==> config.mk <==
export PLATFORM = sky130hd
export DESIGN_NAME = pixel_stream_src
export DESIGN_NICKNAME = d
export VERILOG_FILES = /design/src/rtl/pixel_stream_src.sv
export SDC_FILE = /design/constraint.sdc
export NUM_CORES = 1
export LEC_CHECK = 0
export ABC_AREA = 1
export CORE_MARGIN = 2
export CORE_UTILIZATION = 28
export CTS_CLUSTER_SIZE = 24
export DETAILED_ROUTE_END_ITERATION = 8
export DONT_BUFFER_PORTS = 1
export SETUP_SLACK_MARGIN = 0.3
export SLEW_MARGIN = 30
export SYNTH_ARGS = -nofsm -noshare
export SYNTH_HDL_FRONTEND = slang
export SYNTH_SLANG_ARGS = --single-unit
==> constraint.sdc <==
create_clock -name clk -period 3 [get_ports clk]
set_clock_uncertainty 0.05 [all_clocks]
set_input_delay 0 -clock clk [delete_from_list [all_inputs] [get_ports clk]]
set_output_delay 0 -clock clk [all_outputs]
set_load 0.01 [all_outputs]
==> src/rtl/pixel_stream_src.sv <==
// Frame-oriented pixel source with ready/valid backpressure and four test patterns.
// Optional inter-pixel throttling is enabled by defining PIXSRC_THROTTLE_EN.
module pixel_stream_src #(
  parameter int unsigned WIDTH  = 32,
  parameter int unsigned HEIGHT = 32
) (
  input  logic        clk,
  input  logic        resetn,
  input  logic        start,
  input  logic        abort,
  input  logic [1:0]  mode,
  input  logic [7:0]  seed,
`ifdef PIXSRC_THROTTLE_EN
  input  logic [3:0]  gap,
`endif
  input  logic        ready_in,
  output logic        valid_out,
  output logic [7:0]  pixel_out,
  output logic        line_end,
  output logic        busy,
  output logic        frame_done,
  output logic [15:0] frame_count
);

  localparam int unsigned XW = $clog2(WIDTH);
  localparam int unsigned YW = $clog2(HEIGHT);

  typedef enum logic [1:0] {
    StIdle,
    StRun,
    StDone
`ifdef PIXSRC_THROTTLE_EN
    , StGap
`endif
  } state_e;

  state_e          state_q;
  logic [1:0]      mode_q;
  logic [7:0]      seed_q;
  logic [XW-1:0]   x_q;
  logic [YW-1:0]   y_q;
  logic [7:0]      lfsr_q;
`ifdef PIXSRC_THROTTLE_EN
  logic [3:0]      gap_q;
  logic [3:0]      gap_cnt_q;
`endif

  logic [XW-1:0]   x_nxt;
  logic [YW-1:0]   y_nxt;
  logic [7:0]      lfsr_nxt;
  logic [7:0]      lfsr_init;
  logic            x_last;
  logic            last_px;
  logic            xfer;

  function automatic logic [7:0] lfsr_step(input logic [7:0] l);
    return {l[6:0], l[7] ^ l[5] ^ l[4] ^ l[3]};
  endfunction

  function automatic logic [7:0] pattern(input logic [1:0] m, input logic [7:0] s,
                                         input logic [XW-1:0] px, input logic [YW-1:0] py,
                                         input logic [7:0] l);
    logic [15:0] xe;
    logic [15:0] ye;
    logic [15:0] sum;
    logic [7:0]  p;
    xe  = 16'(px);
    ye  = 16'(py);
    sum = xe + ye;
    unique case (m)
      2'd0:    p = sum[7:0];
      2'd1:    p = s;
      2'd2:    p = l;
      default: p = (xe[3] ^ ye[3]) ? 8'hFF : 8'h00;
    endcase
    return p;
  endfunction

  always_comb begin
    x_last    = (x_q == XW'(WIDTH - 1));
    last_px   = x_last && (y_q == YW'(HEIGHT - 1));
    x_nxt     = x_last ? '0 : x_q + XW'(1);
    y_nxt     = x_last ? y_q + YW'(1) : y_q;
    lfsr_nxt  = lfsr_step(lfsr_q);
    lfsr_init = (seed == 8'h00) ? 8'h01 : seed;
    xfer      = valid_out && ready_in;
    line_end  = (state_q == StRun) && x_last;
  end

  always_ff @(posedge clk or negedge resetn) begin
    if (!resetn) begin
      state_q     <= StIdle;
      mode_q      <= 2'd0;
      seed_q      <= 8'h00;
      x_q         <= '0;
      y_q         <= '0;
      lfsr_q      <= 8'h01;
      valid_out   <= 1'b0;
      pixel_out   <= 8'h00;
      busy        <= 1'b0;
      frame_done  <= 1'b0;
      frame_count <= 16'h0000;
`ifdef PIXSRC_THROTTLE_EN
      gap_q       <= 4'd0;
      gap_cnt_q   <= 4'd0;
`endif
    end else begin
      frame_done <= 1'b0;
      unique case (state_q)
        StIdle: begin
          valid_out <= 1'b0;
          busy      <= 1'b0;
          // abort alongside start suppresses the start
          if (start && !abort) begin
            mode_q    <= mode;
            seed_q    <= seed;
            x_q       <= '0;
            y_q       <= '0;
            lfsr_q    <= lfsr_init;
            pixel_out <= pattern(mode, seed, '0, '0, lfsr_init);
            valid_out <= 1'b1;
            busy      <= 1'b1;
            state_q   <= StRun;
`ifdef PIXSRC_THROTTLE_EN
            gap_q     <= gap;
`endif
          end
        end
        StRun: begin
          if (xfer) begin
            x_q       <= x_nxt;
            y_q       <= y_nxt;
            lfsr_q    <= lfsr_nxt;
            pixel_out <= pattern(mode_q, seed_q, x_nxt, y_nxt, lfsr_nxt);
          end
          if (abort) begin
            valid_out <= 1'b0;
            busy      <= 1'b0;
            state_q   <= StIdle;
          end else if (xfer && last_px) begin
            valid_out   <= 1'b0;
            busy        <= 1'b0;
            frame_done  <= 1'b1;
            frame_count <= frame_count + 16'd1;
            state_q     <= StDone;
          end
`ifdef PIXSRC_THROTTLE_EN
          else if (xfer && gap_q != 4'd0) begin
            valid_out <= 1'b0;
            gap_cnt_q <= gap_q;
            state_q   <= StGap;
          end
`endif
        end
`ifdef PIXSRC_THROTTLE_EN
        StGap: begin
          if (abort) begin
            busy    <= 1'b0;
            state_q <= StIdle;
          end else if (gap_cnt_q == 4'd1) begin
            valid_out <= 1'b1;
            state_q   <= StRun;
          end else begin
            gap_cnt_q <= gap_cnt_q - 4'd1;
          end
        end
`endif
        default: begin
          state_q <= StIdle;
        end
      endcase
    end
  end

endmodule

==> out/metrics.yaml, run 1 <==
synth.net_count: 451
syn-mean-instance-area_sq_um: 7.80
slew_headroom_pct: 61.0
maxSlewViolCount: 0
crit_type: "reg2reg"
layout-drive-gt1-share_pct: 8.05
antenna_found_initial: 0
start_util_pct: 28.7
synth_enable_flop_cells: 0
ys.flop_type: "dfrtp_1"
crit_required_ns: 3.13
grt_pass1_wl_mm: 13.7
synth_xor_area_share_pct: 5.32
syn_area_sq_um: 3290
fp.dieW_um: 112
synth_area_leaders: "dfrtp_1, nand2_1, inv_1, nand3_1, o21ai_0"
via_per_inst: 4.74
grt_max_degree: 57
numCtsBuffers: 5
ir_worst_vdd_v: 0.000236
yosys.area.top_type: "dfrtp_1"
drc_errors: 0
stdcell_count: 578
synth_compound_area_share_pct: 10.3
clock_sinks: 56
cts.reportedPaths.clkPinSlew_ns: 0.07
max_freq_mhz: 397
hold_viol_final: 0
tightest_slew_ns: 0.584
ant_nets: 0
wl_per_cell_um: 13.5
period_needed_ns: 2.52
power.density_nw_per_um2: 494
hold_class: "in2reg"
grt_pass1_vias: 2765
num_io_pins: 43
cap_violations: 0
pre_cts_slack_ns: 0.200
core_sq_um: 11500
cp_max_fo: 7
synth-async-reset-ratio_pct: 100
critPathLaunchType: "flop"
leakagePower_nw: 1.85
synthMuxAreaShare_pct: 0
ys_top_cells_by_count: "nand2_1, dfrtp_1, inv_1, nand3_1, nor2_1"
clock_latency_ns: 0.29
dp.cells: 554
max-clock-path-buffers: 2
netlist.area_leader.share_pct: 41.8
yosysSeqAreaShare_pct: 42.6
nNetsFinal: 464
crit_arrival_ns: 2.65
final_area_sq_um: 3770
gp_congestion: 0.807
dp_hpwl_mm: 5.61
synth_simple_gate_area_share_pct: 27.1
wirelength_mm: 7.82
end_kind: "flop"
diodes: 0
die_height_um: 112
setup_viol: 0
synth_cell_types: 36
num_vias: 2737
post_dp_cell_area_sq_um: 3410
worst_slack_ns: 0.480
cts_tree: "built"
cts-root-buf: "clkbuf_16"
synth_seq_cells: 56
yosys.cell_count.top_type: "nand2_1"
rows: 39
syn2layout_area_growth_pct: 14.7
drtIter0Drc: 142
dieArea_sq_um: 12600
status: "finished clean"
synth_cells: 422
synth-warning-count: 0
numPortBuffers: 0
yosys.area_share.adder_pct: 5.55
fin_util_pct: 32.9
globalRoute.totalOverflow: 0
synth_top_family_by_area: "simple AND/OR/NAND/NOR gates"
htree_levels: 2
rsz0062_at_grt: "yes"
grtUsageTotal_pct: 13.2
period_share_pct: 84.0
setup_tns_ns: 0
drtPass1Iterations: 5
-- critical path, cell delays in order, from the launching register on --
cell       delay (ns)
dfrtp_1          0.40
ha_1             0.23
nand2_2          0.09
nor2_2           0.06
ha_4             0.19
xor2_1           0.16
ha_2             0.20
fa_2             0.35
or2_2            0.30
nand3_1          0.08
o2111ai_1        0.10
a21oi_1          0.17
nor2_1           0.05
-- path summary, 6_finish.rpt --
check | slack, ns | end | from | cells after the start
worst min register to register | 0.43 | lfsr_q[0]$_DFFE_PN1P_ | lfsr_q[0]$_DFFE_PN1P_ | 2
worst max register to register | 0.48 | pixel_out[2]$_DFFE_PN0P_ | x_q[0]$_DFFE_PN0P_ | 12
max in group asynchronous | 2.42 | lfsr_q[0]$_DFFE_PN1P_ | resetn | 2
worst max-delay path | 0.48 | pixel_out[2]$_DFFE_PN0P_ | x_q[0]$_DFFE_PN0P_ | 12
min in group asynchronous | 0.18 | x_q[0]$_DFFE_PN0P_ | resetn | 2
worst min-delay path | 0.06 | state_q[0]$_DFFE_PN0P_ | start | 3
-- power by group --
group          total, mW  leakage [nW]  switching (mW)  internal (mW)
Sequential         0.939         0.711          0.0884          0.851
Combinational      0.361          1.08           0.225          0.136
Clock              0.562        0.0667           0.258          0.305
-- stage by stage --
stage                     total power, mW  hold WS (ns)
after CTS                            1.88        0.0534
after global placement               1.26        -0.343
after floorplan                      1.19        -0.346
after detailed placement             1.26        -0.344
final                                1.86        0.0565
after global routing                 1.99        0.0667
-- cells by family after synthesis --
group                      after synthesis
DFF                                     56
adders and majority gates               14
xor gates and xnor gates                20
and+or+nand+nor                        200
buffers and inverters                   71
AOI/OAI and AO/OA                       61
-- flip-flops by register name, indices dropped and copies added (netlist names) --
register,count
mode_q,2
pixel_out,8
seed_q,8
state_q,2
x_q,5
frame_done,1
y_q,5
frame_count,16
busy,1
lfsr_q,8
-- area by class of cell --
class / count / area, sq um
fill: 1199 / 7690
clock buffer: 6 / 129
tap: 143 / 179
inverter: 57 / 214
multi-input combinational: 295 / 1640
timing repair buffer: 20 / 205
clock inverter: 1 / 5.00
sequential: 56 / 1400
-- per-layer routing --
metal / up-vias / share of wire [%] / global-route usage, %
met5: - / 0 / 0
met4: 0 / 0.92 / 3.25
met3: 7 / 6.7 / 3.13
met2: 78 / 47 / 21.0
met1: 1273 / 45 / 18.1
li1: 1379 / - / -
-- placed cells by master, fill, tap and decap left out, types with 2 or more instances in the layout --
| master | count |
|---|---|
| a21oi_1 | 9 |
| a31oi_1 | 3 |
| buf_4 | 5 |
| clkbuf_16 | 5 |
| dfrtp_1 | 55 |
| dlygate4sd3_1 | 14 |
| ha_1 | 9 |
| ha_2 | 2 |
| ha_4 | 2 |
| inv_1 | 54 |
| inv_2 | 3 |
| nand2_1 | 102 |
| nand2_2 | 3 |
| nand3_1 | 36 |
| nand3_2 | 2 |
| nand3b_1 | 2 |
| nand4_1 | 7 |
| nor2_1 | 36 |
| nor2_2 | 3 |
| nor3_1 | 4 |
| o2111ai_1 | 2 |
| o21ai_0 | 34 |
| o21ai_1 | 3 |
| o22ai_1 | 2 |
| o31ai_1 | 6 |
| xnor2_1 | 6 |
| xor2_1 | 13 |
-- repair_timing --
action                                  CTS  global route
endpoints found under the setup margin    8             8
buffers inserted                          0             2
pin swaps                                 0             1
resized for setup                         3             9
hold endpoints to repair                 86             0
hold buffers                             15             0
gates cloned                              0             0
No activity file was read; power rests on OpenSTA's default activity.
==> run 2, diff against run 1 <==
Clock period 3 ns to 2.5 ns, I/O delays scaled along.
==> run 2 against run 1 <==
Flip-flop and latch count is the same. Total power grew 24%. Critical endpoint is now pixel_out[5]$_DFFE_PN0P_. Clock-buffer cell count shrank 1. Global-route usage is 0.52 points higher. Critical path depth rose by 5. Wire length grew 6.6%. Non-clock buffer count is 18 higher. Die area unchanged. Setup slack worse by 0.42 ns. Sequential share of layout area decreased by 2.7 points. Largest power group unchanged. First-iteration DRC count up 27%. Utilization rose by 2.5 points.
==> out/metrics.yaml, run 2 (same netlist as run 1, synthesis figures left out) <==
status: "finished clean"
layout-drive-gt1-share_pct: 16.7  # +8.7 points
nNetsFinal: 482  # +3.9%
dp_hpwl_mm: 5.77  # +2.7%
cts-root-buf: "clkbuf_16"
max-clock-path-buffers: 2  # unchanged
stdcell_count: 597  # +3.3%
setup_viol: 0  # unchanged
htree_levels: 2  # unchanged
layout_commonest_cell: "nand2_1"
rows: 39  # unchanged
crit_arrival_ns: 2.62  # -0.03 ns
rsz0062_at_grt: "yes"
period_share_pct: 97.6  # +14 points
start_util_pct: 28.7  # unchanged
core_sq_um: 11500  # unchanged
ant_nets: 0  # unchanged
cap_violations: 0  # unchanged
cpMostUsedCell: "nand2_1"
numCtsBuffers: 5  # unchanged
critPathLaunchType: "flop"
cp_top_family: "simple AND/OR/NAND/NOR gates"
pre_cts_slack_ns: -0.0384  # -0.238 ns
clock_sinks: 56  # unchanged
cp_max_fo: 7  # unchanged
grtUsageTotal_pct: 13.7  # +0.52 points
regToRegEndpoint: "pixel_out[5]$_DFFE_PN0P_"
wl_per_cell_um: 14.0  # +3.3%
hold_slack_ns: 0.104  # +0.0477 ns
syn2layout_area_growth_pct: 23.5
min_to: "state_q[0]$_DFFE_PN0P_"
hold_start: "start"
slowest_delay_ns: 0.36  # -0.04 ns
crit_required_ns: 2.68  # -0.45 ns
end_kind: "flop"
reg2reg_from: "x_q[1]$_DFFE_PN0P_"
reg2reg_depth: 17  # +5
max_freq_mhz: 410  # +3.2%
tightest_slew_ns: 0.418  # -0.166 ns
globalRoute.totalOverflow: 0  # unchanged
dieArea_sq_um: 12600  # unchanged
clock_latency_ns: 0.30  # about the same
fin_util_pct: 35.4  # +2.5 points
hold_viol_final: 0  # unchanged
fillers: 1144  # -4.6%
regMostFlops: "frame_count"
cts.reportedPaths.clkPinSlew_ns: 0.08  # about the same
via_per_inst: 4.83  # +2.0%
power.density_nw_per_um2: 567  # +15%
critical_path.cell_chain: "ha_2, nand2_2, nor2_4, ha_4, nand3_4, nor2_4, xor2_2, inv_2, ha_4, nand2_2, nor2_1, nand2_1, nand3_1, nand2_1, nand3_1, nand2_1, a21oi_1"
fp.dieW_um: 112  # unchanged
gp_congestion: 0.805  # -0.31%
maxSlewViolCount: 0  # unchanged
numPortBuffers: 0  # unchanged
r2r_slack_ns: 0.06  # -0.42 ns
grt_pass1_wl_mm: 14.1  # +2.9%
period_needed_ns: 2.44  # -0.0793 ns
drtPass1Iterations: 5  # unchanged
dp.cells: 564  # +1.8%
cts_tree: "built"
drtIter0Drc: 181  # +27%
min_delay_path_depth: 3  # unchanged
ir_worst_vdd_v: 0.000326  # +38%
leakagePower_nw: 1.97  # +6.3%
path_buf_inv: 1  # +1
die_height_um: 112  # unchanged
final_cell_mix: "nand2_1, dfrtp_1, inv_1"
hold_class: "in2reg"
grt_pass1_vias: 2891  # +4.6%
antenna_found_initial: 0  # unchanged
num_vias: 2883  # +5.3%
drc_errors: 0  # unchanged
worst_slack_ns: 0.0596  # -0.421 ns
crit_type: "reg2reg"
grt_max_degree: 57  # unchanged
wirelength_mm: 8.34  # +6.6%
diodes: 0  # unchanged
slew_headroom_pct: 72.0  # +11 points
num_io_pins: 43  # unchanged
largest_register_ff_count: 16  # unchanged
critPathSlowestCell: "dfrtp_1"
## run 2: changes by cell type in the layout (fill, tap and decap cells not counted), sizes merged
cell	before	now
inv	57	58
dlygate4sd3	14	15
clkbuf	6	5
clkinvlp	0	1
buf	6	23
## run 2: routing by layer
metal / GRT usage (%) / vias up / wire length [um]
met1: 18.1 / 1370 / 3800
met2: 21.7 / 86 / 3890
met5: 0 / - / 0
met3: 3.89 / 12 / 524
li1: - / 1415 / -
met4: 4.39 / 0 / 129
## run 2: worst max path at each step
| stage | slack (ns) | cells after the start | to | from |
|---|---|---|---|---|
| 2_1_floorplan | 0.09 | 13 | pixel_out[2]$_DFFE_PN0P_ | x_q[0]$_DFFE_PN0P_ |
| 3_3_place_gp | -0.01 | 13 | pixel_out[2]$_DFFE_PN0P_ | x_q[1]$_DFFE_PN0P_ |
| 3_5_place_dp | -0.04 | 13 | pixel_out[2]$_DFFE_PN0P_ | x_q[1]$_DFFE_PN0P_ |
| 4_1_cts | 0.08 | 17 | pixel_out[5]$_DFFE_PN0P_ | x_q[1]$_DFFE_PN0P_ |
| 5_1_grt | -0.05 | 17 | pixel_out[5]$_DFFE_PN0P_ | x_q[1]$_DFFE_PN0P_ |
| 6_report | 0.06 | 17 | pixel_out[5]$_DFFE_PN0P_ | x_q[1]$_DFFE_PN0P_ |
## run 2: cell type report
type | count | area, sq um | area share, %
multi-input cells | 295 | 1770 | 43.5
clock buffers | 5 | 125 | 3.08
flip-flops and latches | 56 | 1400 | 34.5
inverters | 57 | 214 | 5.26
repair buffers | 38 | 355 | 8.74
well taps | 143 | 179 | 4.40
clock inverters | 3 | 21.3 | 0.523
## run 2: where the power goes
| part | total (mW) | switching, mW | internal, mW |
|---|---|---|---|
| sequential | 1.12 | 0.104 | 1.02 |
| clock | 0.716 | 0.342 | 0.374 |
| combinational | 0.463 | 0.285 | 0.178 |
| total | 2.30 | 0.730 | 1.57 |
## run 2: tightest hold or removal path, stage by stage
cell and delay [ns]:
nand4_1 0.11, buf_4 0.24, nand2_1 0.07
## run 2: through the flow
stage	TNS [ns]	cell area, sq um	total power, mW
after global routing	-0.169	4060	2.45
after floorplan	0	3340	1.43
after global placement	-0.0134	3530	1.53
after detailed placement	-0.0611	3530	1.54
after CTS	0	3900	2.31
final	0	4060	2.30
## run 2: what timing repair did
item	4_1_cts	5_1_grt
resized for setup	6	23
hold endpoints to repair	87	1
pin swaps	8	16
gates cloned	0	0
setup buffers	2	7
setup endpoints to repair	11	18
hold buffers	15	1
